`src/rtl/alu_arbiter_pkg.sv`:
```
// alu_arbiter_pkg
//   Shared types and constants for the two-requester ALU arbiter:
//   FSM state encoding, ALU op-code values and response flag bit positions.
package alu_arbiter_pkg;

  typedef enum logic [1:0] {
    ST_IDLE = 2'd0,
    ST_EXEC = 2'd1,
    ST_RESP = 2'd2
  } state_t;

  localparam logic [2:0] OP_ADD = 3'd0;
  localparam logic [2:0] OP_SUB = 3'd1;
  localparam logic [2:0] OP_NOT = 3'd2;
  localparam logic [2:0] OP_AND = 3'd3;
  localparam logic [2:0] OP_OR  = 3'd4;
  localparam logic [2:0] OP_XOR = 3'd5;
  localparam logic [2:0] OP_SLT = 3'd6;
  localparam logic [2:0] OP_EQ  = 3'd7;

  // Bit positions inside rsp_flags = {cout, ow, neg, zero}
  localparam int FLAG_ZERO = 0;
  localparam int FLAG_NEG  = 1;
  localparam int FLAG_OW   = 2;
  localparam int FLAG_COUT = 3;

  // Only the arithmetic ops produce meaningful ALU flags.
  function automatic logic op_has_flags(input logic [2:0] op);
    return (op == OP_ADD) || (op == OP_SUB);
  endfunction

endpackage

```
`src/rtl/alu_arbiter_rr_arb2.sv`:
```
// rr_arb2
//   Combinational two-way round-robin grant.
//   i_valid : request vector, bit i = requester i
//   i_prio  : preferred requester this round
//   o_grant : one-hot grant, zero when nothing is valid
module rr_arb2 (
  input  logic [1:0] i_valid,
  input  logic       i_prio,
  output logic [1:0] o_grant
);

  always_comb begin
    o_grant = 2'b00;
    if (i_valid[i_prio]) begin
      o_grant[i_prio] = 1'b1;
    end else if (i_valid[~i_prio]) begin
      o_grant[~i_prio] = 1'b1;
    end
  end

endmodule

```
`src/rtl/alu_arbiter.sv`:
```
// alu_arbiter
//   Shares one external combinational ALU between two requesters. One op is
//   in flight at a time; grants alternate round-robin so neither side starves.
//
//   clk, rst_n            : clock, async active-low reset
//   req_valid/req_ready   : per-requester request handshake
//   req_op/req_x/req_y/req_c : packed per-requester op and operands
//   rsp_valid/rsp_ready   : per-requester response handshake
//   rsp_data/rsp_flags    : shared response bus, flags = {cout, ow, neg, zero}
//   alu_ctrl/alu_x/alu_y/alu_c : to the ALU, driven only in EXEC
//   alu_s/alu_cout/alu_ow/alu_neg/alu_zero : from the ALU
//   grant_cnt             : saturating completed-op count per requester
//
//   state | meaning
//   IDLE  | offering a grant to the round-robin winner
//   EXEC  | ALU driven from latched op; result captured at cycle end
//   RESP  | response held for owner until rsp_ready
module alu_arbiter
  import alu_arbiter_pkg::*;
#(
  parameter int WIDTH = 4,
  parameter int OP_W  = 3,
  parameter int CNT_W = 8
) (
  input  logic                 clk,
  input  logic                 rst_n,
  input  logic [1:0]           req_valid,
  output logic [1:0]           req_ready,
  input  logic [2*OP_W-1:0]    req_op,
  input  logic [2*WIDTH-1:0]   req_x,
  input  logic [2*WIDTH-1:0]   req_y,
  input  logic [1:0]           req_c,
  output logic [1:0]           rsp_valid,
  input  logic [1:0]           rsp_ready,
  output logic [WIDTH-1:0]     rsp_data,
  output logic [3:0]           rsp_flags,
  output logic [OP_W-1:0]      alu_ctrl,
  output logic [WIDTH-1:0]     alu_x,
  output logic [WIDTH-1:0]     alu_y,
  output logic                 alu_c,
  input  logic [WIDTH-1:0]     alu_s,
  input  logic                 alu_cout,
  input  logic                 alu_ow,
  input  logic                 alu_neg,
  input  logic                 alu_zero,
  output logic [2*CNT_W-1:0]   grant_cnt
);

  state_t                   r_state;
  state_t                   w_next;
  logic                     r_owner;
  logic                     r_rr;
  logic [OP_W-1:0]          r_op;
  logic [WIDTH-1:0]         r_x;
  logic [WIDTH-1:0]         r_y;
  logic                     r_c;
  logic [WIDTH-1:0]         r_data;
  logic [3:0]               r_flags;
  logic [1:0][CNT_W-1:0]    r_cnt;

  logic [1:0]               w_grant;
  logic                     w_win;
  logic                     w_hs;
  logic                     w_rsp_hs;
  logic [3:0]               w_alu_flags;

  rr_arb2 u_rr_arb2 (
    .i_valid (req_valid),
    .i_prio  (r_rr),
    .o_grant (w_grant)
  );

  assign w_win    = w_grant[1];
  assign w_hs     = (r_state == ST_IDLE) && |(req_valid & w_grant);
  assign w_rsp_hs = (r_state == ST_RESP) && rsp_ready[r_owner];

  always_comb begin
    w_alu_flags            = 4'b0000;
    w_alu_flags[FLAG_COUT] = alu_cout;
    w_alu_flags[FLAG_OW]   = alu_ow;
    w_alu_flags[FLAG_NEG]  = alu_neg;
    w_alu_flags[FLAG_ZERO] = alu_zero;
  end

  always_comb begin
    w_next    = r_state;
    req_ready = 2'b00;
    rsp_valid = 2'b00;
    alu_ctrl  = '0;
    alu_x     = '0;
    alu_y     = '0;
    alu_c     = 1'b0;
    unique case (r_state)
      ST_IDLE: begin
        req_ready = w_grant;
        if (w_hs) w_next = ST_EXEC;
      end
      ST_EXEC: begin
        alu_ctrl = r_op;
        alu_x    = r_x;
        alu_y    = r_y;
        alu_c    = r_c;
        w_next   = ST_RESP;
      end
      ST_RESP: begin
        rsp_valid[r_owner] = 1'b1;
        if (w_rsp_hs) w_next = ST_IDLE;
      end
      default: w_next = ST_IDLE;
    endcase
  end

  always_ff @(posedge clk or negedge rst_n) begin
    if (!rst_n) begin
      r_state <= ST_IDLE;
      r_owner <= 1'b0;
      r_rr    <= 1'b0;
      r_op    <= '0;
      r_x     <= '0;
      r_y     <= '0;
      r_c     <= 1'b0;
      r_data  <= '0;
      r_flags <= 4'b0000;
      r_cnt   <= '0;
    end else begin
      r_state <= w_next;
      if (w_hs) begin
        r_owner <= w_win;
        r_rr    <= ~w_win;
        r_op    <= w_win ? req_op[2*OP_W-1:OP_W]   : req_op[OP_W-1:0];
        r_x     <= w_win ? req_x[2*WIDTH-1:WIDTH]  : req_x[WIDTH-1:0];
        r_y     <= w_win ? req_y[2*WIDTH-1:WIDTH]  : req_y[WIDTH-1:0];
        r_c     <= req_c[w_win];
      end
      if (r_state == ST_EXEC) begin
        r_data  <= alu_s;
        // Logic/compare ops leave ALU flags undriven; never forward them.
        r_flags <= op_has_flags(3'(r_op)) ? w_alu_flags : 4'b0000;
      end
      if (w_rsp_hs && (r_cnt[r_owner] != {CNT_W{1'b1}})) begin
        r_cnt[r_owner] <= r_cnt[r_owner] + 1'b1;
      end
    end
  end

  assign rsp_data  = r_data;
  assign rsp_flags = r_flags;
  assign grant_cnt = r_cnt;

endmodule
```
`config.mk`:
```
export PLATFORM = sky130hd
export DESIGN_NAME = alu_arbiter
export DESIGN_NICKNAME = d
export VERILOG_FILES = /design/src/rtl/alu_arbiter_pkg.sv /design/src/rtl/alu_arbiter_rr_arb2.sv /design/src/rtl/alu_arbiter.sv
export SDC_FILE = /design/constraint.sdc
export NUM_CORES = 1
export LEC_CHECK = 0
export CAP_MARGIN = 20
export CORE_UTILIZATION = 40
export CTS_CLUSTER_SIZE = 24
export DETAILED_ROUTE_END_ITERATION = 8
export PLACE_DENSITY = 0.85
export SYNTH_ARGS = -nofsm -noshare
export SYNTH_HDL_FRONTEND = slang
export SYNTH_SLANG_ARGS = --single-unit
```
`constraint.sdc`:
```
create_clock -name clk -period 2.37 [get_ports clk]
set_clock_uncertainty 0.15 [all_clocks]
set_input_delay 0.237 -clock clk [delete_from_list [all_inputs] [get_ports clk]]
set_output_delay 0.237 -clock clk [all_outputs]
set_load 0.02 [all_outputs]
```
# Word-level counts from Yosys, hierarchy flattened
# Cells that the tools add are included.
# word_totals
ff_bits,40
input_bits,38
out_inout_bits,40
# op_classes
add_sub_neg,1
magnitude_cmp,7
n_eq_ne,6
n_mux,34
bitwise,3
n_reduce_logical,11
# op_table
cell,count
two-way mux 8 bit,3
two-way mux 4 bit,5
bitwise mux 16 bit,1
two-way mux 1 bit,12
two-way mux 2 bit,6
"adder 8 x 1 -> 8 bit, second input constant",1
demux 8 bit (select 1 bit),1
"less-than comparator 1 x 2 -> 1 bit, second input constant",4
"inequality test 8 bit, second input constant",1
logical AND 1 bit,6
two-way mux 3 bit,2
one-hot mux 2 bit (3 select lines),1
"inequality test 2 bit, second input constant",2
demux 1 bit (select 1 bit),3
"== test 3 x 1 -> 1 bit, second input constant",1
"greater-or-equal comparator 1 bit, second input constant",3
logical NOT 3 bit,1
bitwise AND 2 bit,1
"== test 2 x 1 -> 1 bit, second input constant",1
"== test 2 bit, second input constant",1
logical NOT 2 bit,1
inverter 1 bit,2
AND reduction 2 bit,1
OR reduction 2 bit,1
logical OR 1 bit,1

# Longest topological paths before layout
# depth
ltp_word,12
ltp_mapped,8

# Hierarchy
# A second synthesis with hierarchy kept.
# unflattened
hier_cells,189
area_unflattened_um2,2150.8
# modules_own_cells
mod,instances,cells_per_inst,area_each_um2,seq_area_each_um2
alu_arbiter,1,186,2132.0,1001.0
rr_arb2,1,3,18.8,0.0

# Worst setup path after synthesis
# OpenSTA, ideal clock, no wires.
# synth_timing
kind,reg2reg
from,register r_owner
to,"register r_cnt, in the netlist grant_cnt[1]"
arrival_time_ns,1.981
slack_ns,0.112
stages_incl_launch_ff,9
n_path_buf,2
path_cell_list,dfrtp_1 -> buf_6 -> buf_2 -> mux2_2 -> ha_1 -> inv_1 -> a211oi_4 -> a31oi_4 -> mux2_1
# synth_between
elab_chain_len,5
# synth_lines
element,line_no,source
"start, declared",alu_arbiter.sv:51,logic r_owner;
"start signal, assigned",alu_arbiter.sv:128,r_owner <= w_win;
"parallel branches: the longest is 5 deep, another holds adder 8 x 1 -> 8 bit",-,
"end signal, assigned by index",alu_arbiter.sv:141,r_cnt[r_owner] <= r_cnt[r_owner] + 1'b1;
"end, declared",alu_arbiter.sv:59,logic [1:0][CNT_W-1:0] r_cnt;
# Parallel ways; which one is timed is not known. The select of a mux whose other input is x is not followed.
# A chain may end at the register's enable or synchronous reset.

# Worst setup path in the final report
# layout_timing
from,register r_owner
to,output rsp_valid[0]
# layout_between
elab_chain_len,5
# layout_lines
element,line_no,source
less-than comparator 1 x 2 -> 1 bit (implied by the code) / greater-or-equal comparator 1 bit (equally long branches),alu_arbiter.sv:106,rsp_valid[r_owner] = 1'b1;
logical AND 1 bit (implied by the code),alu_arbiter.sv:106,
two-way mux 1 bit (implied by the code),alu_arbiter.sv:106,
demux 1 bit (select 1 bit) (*),alu_arbiter.sv:106,
two-way mux 2 bit (*),alu_arbiter.sv:93,unique case (r_state)
"end, declared",alu_arbiter.sv:33,"output logic [1:0] rsp_valid,"
# Mark *: on every way between the ends. The rest lies on a longest branch, timed or not.

==> metrics.txt <==
# TYPE chip_impl_metric gauge
chip_impl_metric{name="slew_headroom",unit="%"} 41.02
chip_impl_metric{name="antenna_found_initial",unit=""} 0
chip_impl_metric{name="yosys_register_bits",unit=""} 40
chip_impl_metric{name="vias_per_cell",unit=""} 5.068
chip_impl_metric{name="cp.arrival",unit="ps"} 1920
chip_impl_info{name="outcome",value="complete, no violations"} 1
chip_impl_metric{name="switching_share",unit="%"} 36.09
chip_impl_info{name="synth_ff_type",value="sky130_fd_sc_hd__dfrtp_1"} 1
chip_impl_metric{name="synth.distinct_cells",unit=""} 34
chip_impl_metric{name="drt-pass1-iter-count",unit=""} 4
chip_impl_metric{name="route.vias.total",unit=""} 1708
chip_impl_metric{name="r2r_cells",unit=""} 6
chip_impl_metric{name="grt_pass1_wl",unit="um"} 7859
chip_impl_metric{name="area_of_the_die",unit="um^2"} 5382
chip_impl_metric{name="cp_data_required_time",unit="ps"} 1980
chip_impl_metric{name="p_int",unit="uW"} 2278
chip_impl_info{name="ff_to_ff_start",value="r_owner$_DFFE_PN0P_"} 1
chip_impl_metric{name="p_leak",unit="uW"} 0.001400
chip_impl_metric{name="ys_warnings",unit=""} 0
chip_impl_metric{name="final_antenna_net_count",unit=""} 0
chip_impl_metric{name="post_synth_net_total",unit=""} 223
chip_impl_metric{name="number_of_buffers_added_for_setup_after_cts",unit=""} 0
chip_impl_metric{name="drtIter0Drc",unit=""} 86
chip_impl_metric{name="critPathMaxFanout",unit=""} 11
chip_impl_metric{name="number_of_flops_mapped_to_enable_cells_by_yosys",unit=""} 0
chip_impl_metric{name="die_width",unit="um"} 73.36
chip_impl_info{name="timing.hold.worst.class",value="input pin to flop"} 1
chip_impl_metric{name="max_cap_viol_count",unit=""} 0
chip_impl_info{name="crit_path_cell_trace",value="buf_4 -> nor3b_1 -> clkdlybuf4s50_1"} 1
chip_impl_metric{name="synth-seq-area-share",unit="%"} 49.14
chip_impl_metric{name="holdPathStages",unit=""} 3
chip_impl_metric{name="cts_sinks",unit=""} 40
chip_impl_metric{name="p_per_area",unit="nW/um^2"} 1156
chip_impl_metric{name="total_power",unit="uW"} 3564
chip_impl_metric{name="place.gp.congestion",unit=""} 0.7796
chip_impl_info{name="cp-startpoint",value="r_owner$_DFFE_PN0P_"} 1
chip_impl_metric{name="fmax",unit="MHz"} 433.7
chip_impl_info{name="grt_setup_unrepaired",value="no"} 1
chip_impl_metric{name="floorplan.io_pins",unit=""} 78
chip_impl_info{name="endpoint_worst_hold",value="rsp_data[3]$_DFFE_PN0N_"} 1
chip_impl_metric{name="core",unit="um^2"} 4817
chip_impl_info{name="critical_path.slowest_cell",value="sky130_fd_sc_hd__clkdlybuf4s50_1"} 1
chip_impl_metric{name="die_y",unit="um"} 73.36
chip_impl_metric{name="worst_skew_pair.late_latency",unit="ps"} 290
chip_impl_metric{name="clk_path_buf_depth",unit=""} 2
chip_impl_metric{name="layout.nets",unit=""} 308
chip_impl_metric{name="io_buffers",unit=""} 77
chip_impl_metric{name="worst_stage_delay_on_the_critical_path",unit="ps"} 680
chip_impl_metric{name="post_route_cells_drive_above_1_share",unit="%"} 8.889
chip_impl_info{name="worst_setup_path_start_kind",value="flop"} 1
chip_impl_metric{name="post_synth.cell_area_avg",unit="um^2"} 11.07
chip_impl_metric{name="route.final.wire_length",unit="um"} 4731
chip_impl_info{name="critPathTopFamily",value="buffers and inverters"} 1
chip_impl_metric{name="worstMarginPinSlew",unit="ps"} 884.7
chip_impl_metric{name="placementRows",unit=""} 25
chip_impl_metric{name="first_global_vias",unit=""} 1709
chip_impl_metric{name="setup_violations_final",unit=""} 0
chip_impl_metric{name="dr_drc_count",unit=""} 0
chip_impl_metric{name="final.min_clock_period",unit="ps"} 2306
chip_impl_metric{name="critPathBufInv",unit=""} 2
chip_impl_info{name="critical_path.endpoint_type",value="primary output"} 1
chip_impl_metric{name="timing.final.hold_violations",unit=""} 0
chip_impl_metric{name="combinational_cell_fraction_of_total_power",unit="%"} 46.0
chip_impl_metric{name="cts_made_buffers",unit=""} 5
chip_impl_metric{name="count_of_final_max_slew_check_failures",unit=""} 0
chip_impl_metric{name="n_antenna_cell",unit=""} 0
chip_impl_metric{name="layout-area-overhead-vs-synth",unit="%"} 51.29
chip_impl_metric{name="share_seq_of_total_power",unit="%"} 32.5
chip_impl_metric{name="setup_total_negative_slack",unit="ps"} 0
chip_impl_metric{name="initial_utilization",unit="%"} 42.29
chip_impl_metric{name="dpl.hpwl",unit="um"} 3517
chip_impl_info{name="clock-root-buffer",value="sky130_fd_sc_hd__clkbuf_8"} 1
chip_impl_metric{name="r2r_slack",unit="ps"} 190
chip_impl_metric{name="synth_async_sr_flop_share",unit="%"} 100.0
chip_impl_metric{name="grt_overflow_total",unit=""} 0
chip_impl_metric{name="routedWlPerCell",unit="um"} 14.04
chip_impl_metric{name="grt_max_degree",unit=""} 41
chip_impl_info{name="crit_reg_reg_endpoint",value="grant_cnt[9]$_DFFE_PN0P_"} 1
chip_impl_metric{name="power.net_switching",unit="uW"} 1286
chip_impl_metric{name="groute.usage.overall",unit="%"} 19.60
chip_impl_info{name="min_from",value="alu_s[3]"} 1
chip_impl_metric{name="vdd_ir_drop_max",unit="mV"} 0.7005
chip_impl_metric{name="fill_cell_total_of_the_finished_layout",unit=""} 412
chip_impl_metric{name="syn-cell-area",unit="um^2"} 2037
chip_impl_metric{name="power.share.clock",unit="%"} 21.5
chip_impl_metric{name="fin_crit_sh",unit="%"} 97.28
chip_impl_info{name="cts_tree",value="done"} 1
chip_impl_info{name="timing_worst_setup_path_type",value="flop to primary output"} 1
chip_impl_metric{name="clock_tree.htree_level_count",unit=""} 2
chip_impl_metric{name="clk_pin_slew",unit="ps"} 80
chip_impl_metric{name="syn_inst",unit=""} 184
timing repair:
item,CTS,global route
gates resized for setup,1,2
hold endpoints to repair,40,0
hold buffers,1,0
setup endpoints to repair,1,7
cell families after synthesis:
| family | share of synthesized area [%] |
|---|---|
| DFF | 49.14 |
| xor gates and xnor gates | 4.730 |
| buffers and inverters | 2.518 |
| muxes | 14.37 |
| and+or+nand+nor | 16.28 |
| AOI/OAI and AO/OA | 12.35 |
| adders and majority gates | 0.6142 |
synth_stat cells, types with 3 or more instances:
library cell	instances	share of area, %
sky130_fd_sc_hd__mux2i_1	18	8.8
sky130_fd_sc_hd__xor2_1	10	4.3
sky130_fd_sc_hd__mux2_1	8	4.4
sky130_fd_sc_hd__a21oi_1	13	3.2
sky130_fd_sc_hd__nand2_1	17	3.1
sky130_fd_sc_hd__nor2_1	13	2.4
sky130_fd_sc_hd__inv_1	4	0.74
sky130_fd_sc_hd__nor3_1	3	0.74
sky130_fd_sc_hd__a311oi_1	4	1.7
sky130_fd_sc_hd__nand3_1	4	0.98
sky130_fd_sc_hd__a22o_1	5	2.1
sky130_fd_sc_hd__dfrtp_1	40	49
sky130_fd_sc_hd__clkbuf_1	4	0.74
sky130_fd_sc_hd__and2_1	14	4.3
through the flow:
step                      area (um^2)  cells  worst slack (ps)  hold slack, ps  utilization [%]
after detailed placement         2908    328            -65.43           261.5            60.36
final                            3082    337             64.37           318.3            63.97
after floorplan                  2037    184             111.5          -208.6                -
after global routing             3082    337             14.48           301.4            63.97
after CTS                        3078    337             5.705           308.6            63.90
after global placement           2908    328             52.99           249.5            60.36
sequential cells by signal, indices dropped and copies added (netlist names):
register   flops
rsp_flags      4
r_c            1
r_op           3
r_state        2
r_rr           1
grant_cnt     16
r_x            4
r_y            4
r_owner        1
rsp_data       4
cell type report:
class / instances / area, um^2 / area share, %
sequential: 40 / 1002 / 32.52
inverter: 4 / 15.01 / 0.4872
multi-input combinational: 133 / 991.0 / 32.16
clock inverter: 3 / 90.09 / 2.923
clock buffer: 5 / 68.82 / 2.233
timing repair buffer: 85 / 830.8 / 26.96
tap: 67 / 83.83 / 2.720
tightest hold or removal path: stages:
cell and delay [ps]:
sky130_fd_sc_hd__clkdlybuf4s50_1 390, sky130_fd_sc_hd__nand2_1 60, sky130_fd_sc_hd__nand2_1 40
layer usage:
layer,part of all wire (%),wire length (um),up-vias,global-route usage [%]
li1,-,-,815,-
met1,42,1971,806,22.25
met2,48,2271,82,33.33
met3,8.7,412,5,6.584
met4,1.6,75,0,8.974
met5,0,0,-,0
power groups by stage:
| stage | clock, uW | combinational (uW) | sequential, uW |
|---|---|---|---|
| final | 766 | 1640 | 1160 |
| after global routing | 818 | 1770 | 1200 |
| after CTS | 791 | 1660 | 1160 |
| after detailed placement | 0 | 1640 | 1160 |
| after global placement | 0 | 1620 | 1150 |
| after floorplan | 0 | 822 | 1250 |
layout by cell type (no fill, tap or decap), drive strengths merged, types with 2 or more instances in the layout:
| cell | Yosys | routed |
|---|---|---|
| a21oi | 13 | 13 |
| a22o | 5 | 5 |
| a311oi | 4 | 4 |
| a31oi | 2 | 2 |
| and2 | 14 | 14 |
| and4 | 2 | 2 |
| buf | 3 | 8 |
| bufinv | 0 | 3 |
| clkbuf | 4 | 5 |
| clkdlybuf4s50 | 0 | 75 |
| dfrtp | 40 | 40 |
| inv | 4 | 4 |
| mux2 | 10 | 10 |
| mux2i | 18 | 18 |
| nand2 | 17 | 17 |
| nand3 | 4 | 4 |
| nand4 | 2 | 2 |
| nand4b | 2 | 2 |
| nor2 | 13 | 13 |
| nor2b | 2 | 2 |
| nor3 | 3 | 3 |
| o21bai | 2 | 2 |
| xor2 | 10 | 10 |
worst max-delay path by stage:
| stage | to | slack [ps] | cells past startpoint |
|---|---|---|---|
| floorplan | grant_cnt[1]$_DFFE_PN0P_ | 110 | 8 |
| global placement | req_ready[0] | 50 | 4 |
| detailed placement | req_ready[0] | -70 | 4 |
| CTS | req_ready[0] | 6 | 4 |
| global route | alu_c | 10 | 4 |
| finish | rsp_valid[0] | 60 | 3 |
Power figures use the tool's default switching activity.
